### src/rtl/seq_detector_param.sv
// Serial pattern detector with a runtime-loadable pattern, overlapping or
// non-overlapping detection, prefix-progress readout and a saturating match counter.
module seq_detector_param #(
  parameter int                PAT_W   = 4,
  parameter int                CNT_W   = 8,
  parameter logic [PAT_W-1:0]  PAT_RST = PAT_W'(4'b1011)
) (
  input  logic                       clk,
  input  logic                       rst_n,
  input  logic                       data,
  input  logic                       valid,
  input  logic                       overlap,
  input  logic                       cfg_load,
  input  logic [PAT_W-1:0]           cfg_pattern,
  input  logic                       cnt_clr,
  output logic [$clog2(PAT_W)-1:0]   state_out,
  output logic                       out,
  output logic [CNT_W-1:0]           match_cnt
);

  localparam int FILL_W = $clog2(PAT_W + 1);
  localparam int SO_W   = $clog2(PAT_W);
  localparam logic [FILL_W-1:0] FILL_FULL = FILL_W'(PAT_W);

  logic [PAT_W-1:0]  hist_q, hist_d, hist_shift;
  logic [FILL_W-1:0] fill_q, fill_d, fill_inc;
  logic [PAT_W-1:0]  pat_q, pat_d;
  logic              out_q, out_d;
  logic [CNT_W-1:0]  cnt_q, cnt_d;
  logic              match_now;
  logic [SO_W-1:0]   state_d;
  logic [PAT_W-1:0]  diff;

  always_ff @(posedge clk or negedge rst_n) begin
    if (!rst_n) begin
      hist_q <= '0;
      fill_q <= '0;
      pat_q  <= PAT_RST;
      out_q  <= 1'b0;
      cnt_q  <= '0;
    end else begin
      hist_q <= hist_d;
      fill_q <= fill_d;
      pat_q  <= pat_d;
      out_q  <= out_d;
      cnt_q  <= cnt_d;
    end
  end

  always_comb begin
    hist_shift = {hist_q[PAT_W-2:0], data};
    fill_inc   = (fill_q == FILL_FULL) ? FILL_FULL : fill_q + 1'b1;
    match_now  = valid & ~cfg_load & (fill_inc == FILL_FULL) & (hist_shift == pat_q);

    hist_d = hist_q;
    fill_d = fill_q;
    pat_d  = pat_q;
    out_d  = match_now;
    cnt_d  = cnt_q;

    // cfg_load wins over valid: the data bit on a load edge is dropped.
    if (cfg_load) begin
      pat_d  = cfg_pattern;
      fill_d = '0;
    end else if (valid) begin
      hist_d = hist_shift;
      fill_d = (match_now && !overlap) ? '0 : fill_inc;
    end

    if (cnt_clr) begin
      cnt_d = {{(CNT_W-1){1'b0}}, match_now};
    end else if (match_now && (cnt_q != {CNT_W{1'b1}})) begin
      cnt_d = cnt_q + 1'b1;
    end
  end

  // Longest pattern prefix that ends the accepted history; ascending scan keeps the largest.
  always_comb begin
    state_d = '0;
    diff    = '0;
    for (int k = 1; k < PAT_W; k++) begin
      diff = (hist_q ^ (pat_q >> (PAT_W - k))) & ({PAT_W{1'b1}} >> (PAT_W - k));
      if ((k <= int'(fill_q)) && (diff == '0)) begin
        state_d = SO_W'(k);
      end
    end
  end

  assign state_out = state_d;
  assign out       = out_q;
  assign match_cnt = cnt_q;

endmodule

### config.mk
export PLATFORM = sky130hd
export DESIGN_NAME = seq_detector_param
export DESIGN_NICKNAME = d
export VERILOG_FILES = /design/src/rtl/seq_detector_param.sv
export SDC_FILE = /design/constraint.sdc
export NUM_CORES = 1
export LEC_CHECK = 0
export CORE_MARGIN = 1.5
export CORE_UTILIZATION = 45
export CTS_BUF_LIST = sky130_fd_sc_hd__clkbuf_4 sky130_fd_sc_hd__clkbuf_8 sky130_fd_sc_hd__clkbuf_16
export DETAILED_ROUTE_END_ITERATION = 16
export PLACE_DENSITY = 0.74
export SYNTH_ARGS = -nofsm -noshare
export SYNTH_HDL_FRONTEND = slang
export SYNTH_SLANG_ARGS = --single-unit
export TNS_END_PERCENT = 50
### constraint.sdc
create_clock -name clk -period 1.9 [get_ports clk]
set_clock_uncertainty 0.05 [all_clocks]
set_input_delay 0.19 -clock clk [delete_from_list [all_inputs] [get_ports clk]]
set_output_delay 0.19 -clock clk [all_outputs]
set_load 0.1 [all_outputs]
; ---- Yosys cells after proc, flatten, opt, wreduce, memory -nomap -nowiden
; Index checks and enable logic that the tools add are counted.
[word_totals]
ff_bits = 19
latch_bits = 0
mem_bits_rw = 0
romBits = 0
word_cells = 42
n_memories = 0
[op_classes]
n_addsub = 2
mul = 0
n_div = 0
magnitude_cmp = 3
eq_ne = 4
n_shift = 0
n_mux = 9
n_bitwise = 7
reduce_logical = 12
[ops]
columns = operator, n
row1 = 8-bit 2-to-1 mux, 2
row2 = 4-bit logical NOT, 3
row3 = 3-bit 2-to-1 mux, 4
row4 = 8-bit by 1-bit adder with 8-bit output (second input constant), 1
row5 = 8-bit != test (second input constant), 1
row6 = 3-bit == test (second input constant), 2
row7 = 2-bit by 3-bit <= comparator with 1-bit output (first input constant), 2
row8 = 1-bit logical AND, 5
row9 = 4-bit == test, 1
row10 = 2-bit 2-to-1 mux, 2
row11 = 2-bit nonzero test, 2
row12 = 3-bit by 1-bit adder with 3-bit output (second input constant), 1
row13 = 1-bit bitwise AND, 3
row14 = 1-bit by 3-bit <= comparator with 1-bit output (first input constant), 1
row15 = 3-bit XOR, 1
row16 = 2-bit AND reduction, 1
row17 = 2-bit XOR, 1
row18 = 1-bit logical NOT, 1
row19 = 1-bit 2-to-1 mux, 1
row20 = 1-bit NOT, 1
row21 = 1-bit XOR, 1

; ---- Longest topological paths before layout
; Gate-level depths: netlist (run 1).
[depth]
ltp_word = 9
ltp_mapped = 8
depth_no_buf = 7

; ---- Worst setup path after synthesis (run 1)
; Ideal clock, no wire load.
[synth_timing]
path_kind = register to output
startpoint = reg pat_q[3]
endpoint = out state_out[1]
t_arrival_ns = 3.026
slack_ns = -1.366
path_stages_with_launch = 5
n_path_buf = 0
cell_sequence = dfstp_2 -> xor2_1 -> nor3_4 -> nor2_1 -> o21ai_0
[synth_via]
elab_chain_len = 5
word_cells_on_any_way = 8
cone_classes = mux (2) / bitwise (2) / reduce/logical (4)
[synth_rtl]
columns = element, line_no
row1 = start: declaration, 27  ; logic [PAT_W-1:0] pat_q, pat_d;
row2 = start signal: assignment, 44  ; pat_q <= pat_d;
row3 = 2-bit XOR, 82  ; diff = (hist_q ^ (pat_q >> (PAT_W - k))) & ({PAT_W{1'b1}} >> (PAT_W - k));
row4 = 4-bit logical NOT, 83  ; if ((k <= int'(fill_q)) && (diff == '0)) begin
row5 = 1-bit logical AND, 83
row6 = 2-bit 2-to-1 mux, 83
row7 = 2-bit 2-to-1 mux *, 83
row8 = end: declaration, 16  ; output logic [$clog2(PAT_W)-1:0] state_out,
; Every way passes the cells marked *; elsewhere a longest branch is shown, timed or not.

; ---- Worst setup path after layout (run 1)
[layout_timing]
startpoint = reg pat_q[3]
endpoint = out state_out[0]
[layout_via]
elab_chain_len = 6
word_cells_on_any_way = 12
cone_classes = mux (3) / bitwise (3) / reduce/logical (6)
[layout_rtl]
columns = element, line_no
row1 = 1-bit XOR, 82
row2 = 4-bit logical NOT, 83
row3 = 1-bit logical AND, 83
row4 = 1-bit 2-to-1 mux, 83
row5 = 2-bit 2-to-1 mux, 83
row6 = 2-bit 2-to-1 mux *, 83
; Marked as above.

==> flow_metrics.tcl, run 1 <==
set metrics [dict create \
    intPower_mw 0.7173 \
    min_period_ps 2115 \
    setup_ws_ps -215.2 \
    ctsHoldBuffers 0 \
    first_iter_violations 12 \
    clock_sinks 19 \
    cts_tree "built" \
    drt_first_pass_iters 4 \
    worstMarginPinSlew_ps 389.0 \
    p_per_area_nw_per_um2 645.5 \
    ys_seq_elements 19 \
    use_met2_pct 32.70 \
    synth_most_common_cell "dfrtp_1" \
    rr_endpoint "match_cnt[4]$_DFFE_PN0P_" \
    gp_congestion 0.8421 \
    finalSetupViolations 7 \
    required_ps 1660 \
    cts-root-buf "clkbuf_4" \
    vias 922 \
    drv_cap 0 \
    grt-busiest-layer "met2" \
    n_antenna_cell 0 \
    die_area_um2 2691 \
    dp_hpwl_mm 1.690 \
    use_met1_pct 31.95 \
    crit_fanout 3 \
    io_buffer_count 21 \
    boundaryPins 22 \
    status "finished, violations left" \
    reg2reg_depth 8 \
    antenna_found_initial 0 \
    drv_slew 0 \
    postSynthCellCount 103 \
    synthArstFlopShare_pct 100.0 \
    end_kind "output pin" \
    grt_pass1_vias 928 \
    drive_gt1_share_pct 54.79 \
    hold_slack_ps 167.3 \
    relSlewSlack_pct 73.99 \
    routedWlPerCell_um 14.57 \
    report.power.total_mw 1.053 \
    layout.nets 162 \
    synth_area_per_cell_um2 10.43 \
    fp.dieH_um 51.87 \
    dpl-instance-area_um2 1435 \
    synth_flop_cell "dfrtp_1" \
    start_kind "flip-flop" \
    fmax_ghz 0.4728 \
    viasPerCell 5.299 \
    clockPowerShare_pct 21.6 \
    ir_worst_vdd_mv 0.4648 \
    r2r_slack_ps -120 \
    die_w_um 51.87 \
    swShare_pct 31.89 \
    synth.area.top_cells "dfrtp_1 (37%), dfstp_2 (7.3%), mux2_2 (7.3%), xor2_1 (5.7%), ha_1 (4.7%)" \
    p_leak_nw 0.6838 \
    startpoint "pat_q[3]$_DFFE_PN1P_" \
    grt_max_degree 20 \
    power_frac_comb_pct 33.9 \
    syn_to_final_growth_pct 51.80 \
    ant_nets 0 \
    overflow 0 \
    violations "setup timing" \
    rows 17 \
    arrival_ps 1880 \
    synth_cell_type_count 31 \
    cts-buffers-inserted 3 \
    design_area_um2 1632 \
    critPathKind "reg2out" \
    syn-cell-area_um2 1075 \
    yosys.area.top_type "dfrtp_1" \
    hold_class "in2async" \
    grt_pass1_wl_mm 4.291 \
    dpl_worst_slack_ps -79.36 \
    rsz0062_at_grt "yes" \
    grt.total_usage_pct 22.11 \
    cts_buffer_depth 2 \
    start_util_pct 48.12 \
    pwr-share-seq_pct 44.5 \
    wirelength_mm 2.536 \
    core_um2 2233 \
    drc 0 \
    reg2reg_from "fill_q[0]$_DFFE_PN0P_" \
    synth.yosys.seq_area_share_pct 44.59 \
    clkTransAtPathRegs_ps 110 \
    htree_num_levels 1 \
    grt_util_met3_pct 3.736 \
    yosys-top-cells-count "dfrtp_1 (16), nor2_1 (10), a21oi_1 (9)" \
    p_sw_mw 0.3359 \
    synth-edff-count 0 \
    worst_skew_pair.late_latency_ps 300 \
    hold_viol 0 \
    yosysTopAreaCellShare_pct 37.25 \
    syn-num-nets 118 \
    fin_crit_sh_pct 111.3 \
    yosysWarnings 0 \
]
-- worst max path at each step --
stage / endpoint / cells past startpoint
3_5_place_dp: match_cnt[2]$_DFFE_PN0P_ / 7
4_1_cts: state_out[0] / 6
2_1_floorplan: state_out[1] / 4
5_1_grt: state_out[0] / 6
3_3_place_gp: match_cnt[3]$_DFFE_PN0P_ / 6
6_report: state_out[0] / 6
-- cell usage in the layout, fill, tap and decap left out, drive strengths merged --
master and n:
o22a 1, a41o 1, a21oi 9, nor2 10, nand2b 3, nand4 1, ha 4, maj3 1
mux2i 3, nand2 4, mux2 7, o21ai 5, nand3b 1, a22o 1, buf 33, nand3 4
clkdlybuf4s50 10, inv 4, clkbuf 4, and3b 1, xor2 7, nor3 4, and3 2, a211oi 1
dfstp 3, or3 5, dfrtp 16, o211ai 1
-- worst max-delay path: stages, from the launching register on --
cell,delay (ps)
dfstp_2,580
xor2_1,80
nor2_2,160
a21oi_4,80
maj3_2,300
o22a_2,200
buf_12,170
-- flip-flops by register name, indices dropped and copies added (netlist names) --
name / flops
fill_q: 3
out: 1
hist_q: 3
pat_q: 4
match_cnt: 8
-- layer usage --
metal / vias to the layer above / routed length (µm)
li1: 445 / -
met1: 455 / 1262
met2: 17 / 1153
met3: 5 / 77
met4: 0 / 42
met5: - / 0
-- power groups by stage --
stage / Combinational, mW / Clock [mW] / Sequential, mW
final: 0.357 / 0.227 / 0.469
after CTS: 0.344 / 0.226 / 0.467
after floorplan: 0.164 / 0 / 0.470
after global placement: 0.262 / 0 / 0.474
after detailed placement: 0.269 / 0 / 0.476
after global routing: 0.386 / 0.243 / 0.472
-- through the flow --
| stage | utilization (%) | TNS (ps) | instances |
|---|---|---|---|
| finish | 73.05 | -780.1 | 174 |
| global route | 73.05 | -1690 | 174 |
| CTS | 71.48 | -467.6 | 174 |
| detailed placement | 64.26 | -280.9 | 161 |
| global placement | 64.26 | -9.059 | 161 |
| floorplan | - | -113.8 | 103 |
-- cell families after synthesis --
logic type	after synthesis	share of synthesized area [%]
buffers and inverters	8	3.724
adders and majority gates	5	5.588
xor gates and xnor gates	7	5.704
AOI/OAI and AO/OA	19	10.48
DFF	19	44.59
and+or+nand+nor	35	19.79
muxes	10	10.13
-- cell type report --
class                      instances  area (µm²)
multi-input combinational         76       661.9
clock buffer                       4       30.03
sequential                        19       495.5
fill                             149       601.8
inverter                           4       17.52
timing repair buffer              43       391.6
tap                               28       35.03
-- timing repair --
action | CTS | global route
setup buffers | 9 | 0
resized for setup | 17 | 10
setup endpoints to repair | 8 | 11
pin swaps | 9 | 6
No activity file was read; power rests on OpenSTA's default activity.
==> run 2, diff against run 1 <==
- RECOVER_POWER: not set -> 25
==> run 2 against run 1 <==
- the flow still finishes with violations (setup timing)
- total power down 0.12%
- global-route usage stayed put
- utilization shrank 0.17 points
- clock power is essentially flat
- sequential power barely moved
- flip-flop and latch count did not move
==> flow_metrics.tcl, run 2 (synthesis results as in run 1) <==
set metrics [dict create \
    status "finished, violations left" \
    violations "setup timing" \
    cts_tree "built" \
    io_buffer_count 21 \
    grt_pass1_wl_mm 4.291 \
    start_kind "flip-flop" \
    boundaryPins 22 \
    grt.total_usage_pct 22.11 \
    drv_cap 0 \
    first_iter_violations 12 \
    layout_common_cells "buf_4 (25), nor2_1 (9), clkdlybuf4s50_1 (9)" \
    grt_pass1_vias 928 \
    relSlewSlack_pct 29.98 \
    fmax_ghz 0.4728 \
    drt_first_pass_iters 4 \
    dp_hpwl_mm 1.690 \
    finalSetupViolations 7 \
    reg2reg_depth 8 \
    rr_endpoint "match_cnt[4]$_DFFE_PN0P_" \
    overflow 0 \
    dpl-instance-area_um2 1435 \
    htree_num_levels 1 \
    layout.nets 162 \
    reg2reg_from "fill_q[0]$_DFFE_PN0P_" \
    seq_area_um2 495.5 \
    largest_reg_flops 8 \
    cts-buffers-inserted 3 \
    wirelength_mm 2.535 \
    die_w_um 51.87 \
    report.power.total_mw 1.052 \
    design_area_um2 1628 \
    syn_to_final_growth_pct 51.46 \
    hold_class "in2reg" \
    multi_input_area_um2 661.9 \
    hold_viol 0 \
    dpl_worst_slack_ps -79.36 \
    worst_skew_pair.late_latency_ps 300 \
    vias 922 \
    clock_sinks 19 \
    drc 0 \
    fin_tns_setup_ps -780.6 \
    setup_ws_ps -215.2 \
    start_util_pct 48.12 \
    worstMarginPinSlew_ps 1050 \
    critPathKind "reg2out" \
    r2r_slack_ps -120 \
    grt_max_degree 20 \
    routedWlPerCell_um 14.57 \
    dpl.cell_count 161 \
    clkTransAtPathRegs_ps 110 \
    ctsHoldBuffers 0 \
    gp_congestion 0.8421 \
    viasPerCell 5.299 \
    instances_no_fill 174 \
    mostFrequentLayoutCell "buf_4" \
    ir_worst_vdd_mv 0.4646 \
    cts-root-buf "clkbuf_4" \
    drive_gt1_share_pct 54.11 \
    die_area_um2 2691 \
    crit_end "state_out[0]" \
    rsz0062_at_grt "yes" \
    fp.dieH_um 51.87 \
    min_from "cfg_pattern[0]" \
    crit_fanout 3 \
    core_um2 2233 \
    rows 17 \
    p_per_area_nw_per_um2 646.2 \
    n_antenna_cell 0 \
    cts_buffer_depth 2 \
    fillers 149 \
    min_period_ps 2115 \
    hold_slack_ps 438.0 \
    p_leak_nw 0.6805 \
    end_kind "output pin" \
    arrival_ps 1880 \
    required_ps 1660 \
    antenna_found_initial 0 \
    drv_slew 0 \
    startpoint "pat_q[3]$_DFFE_PN1P_" \
    fin_crit_sh_pct 111.3 \
    final_util_pct 72.89 \
    ant_nets 0 \
]
[run 2: power by group]
part / leakage [nW] / switching, mW / internal, mW / total, mW
clock network: 0.0184 / 0.131 / 0.0962 / 0.228
registers: 0.230 / 0.0309 / 0.438 / 0.469
logic: 0.432 / 0.174 / 0.182 / 0.356
total: 0.680 / 0.336 / 0.716 / 1.05
[run 2: layout make-up]
class                           instances  share of cell area [%]
Clock buffer                            4                   1.845
Tap cell                               28                   2.152
Timing Repair Buffer                   43                   23.83
Multi-Input combinational cell         76                   40.66
Sequential cell                        19                   30.44
Inverter                                4                   1.076
[run 2: worst min-delay path by stage]
stage | to | depth (start not counted) | slack [ps]
final | pat_q[0]$_DFFE_PN1P_ | 2 | 440
after global routing | pat_q[3]$_DFFE_PN1P_ | 2 | 450
after CTS | match_cnt[1]$_DFFE_PN0P_ | 2 | 180
after detailed placement | hist_q[2]$_DFFE_PN0P_ | 1 | 470
after global placement | hist_q[2]$_DFFE_PN0P_ | 1 | 460
after floorplan | fill_q[0]$_DFFE_PN0P_ | 0 | -160
[run 2: metal layers]
layer	up-vias	routed length (µm)	global-route usage, %
met5	-	0	0
met4	0	42	9.211
met3	5	79	3.736
met2	21	1152	32.70
met1	451	1260	31.95
li1	445	-	-
[run 2: timing repair]
action,in CTS,in global routing
resized for setup,17,10
setup endpoints to repair,8,11
pin swaps,9,6
buffers inserted,9,0
[run 2: critical path: stages, from the launching register on]
cell,delay (ps)
dfstp_2,580
xor2_1,80
nor2_2,160
a21oi_4,80
maj3_2,300
o22a_2,200
buf_12,170
==> run 3, diff against run 2 <==
- GPL_ROUTABILITY_DRIVEN: not set -> 0
==> results of run 3 <==
The final DEF is identical to that of run 2; final timing and power are the same.
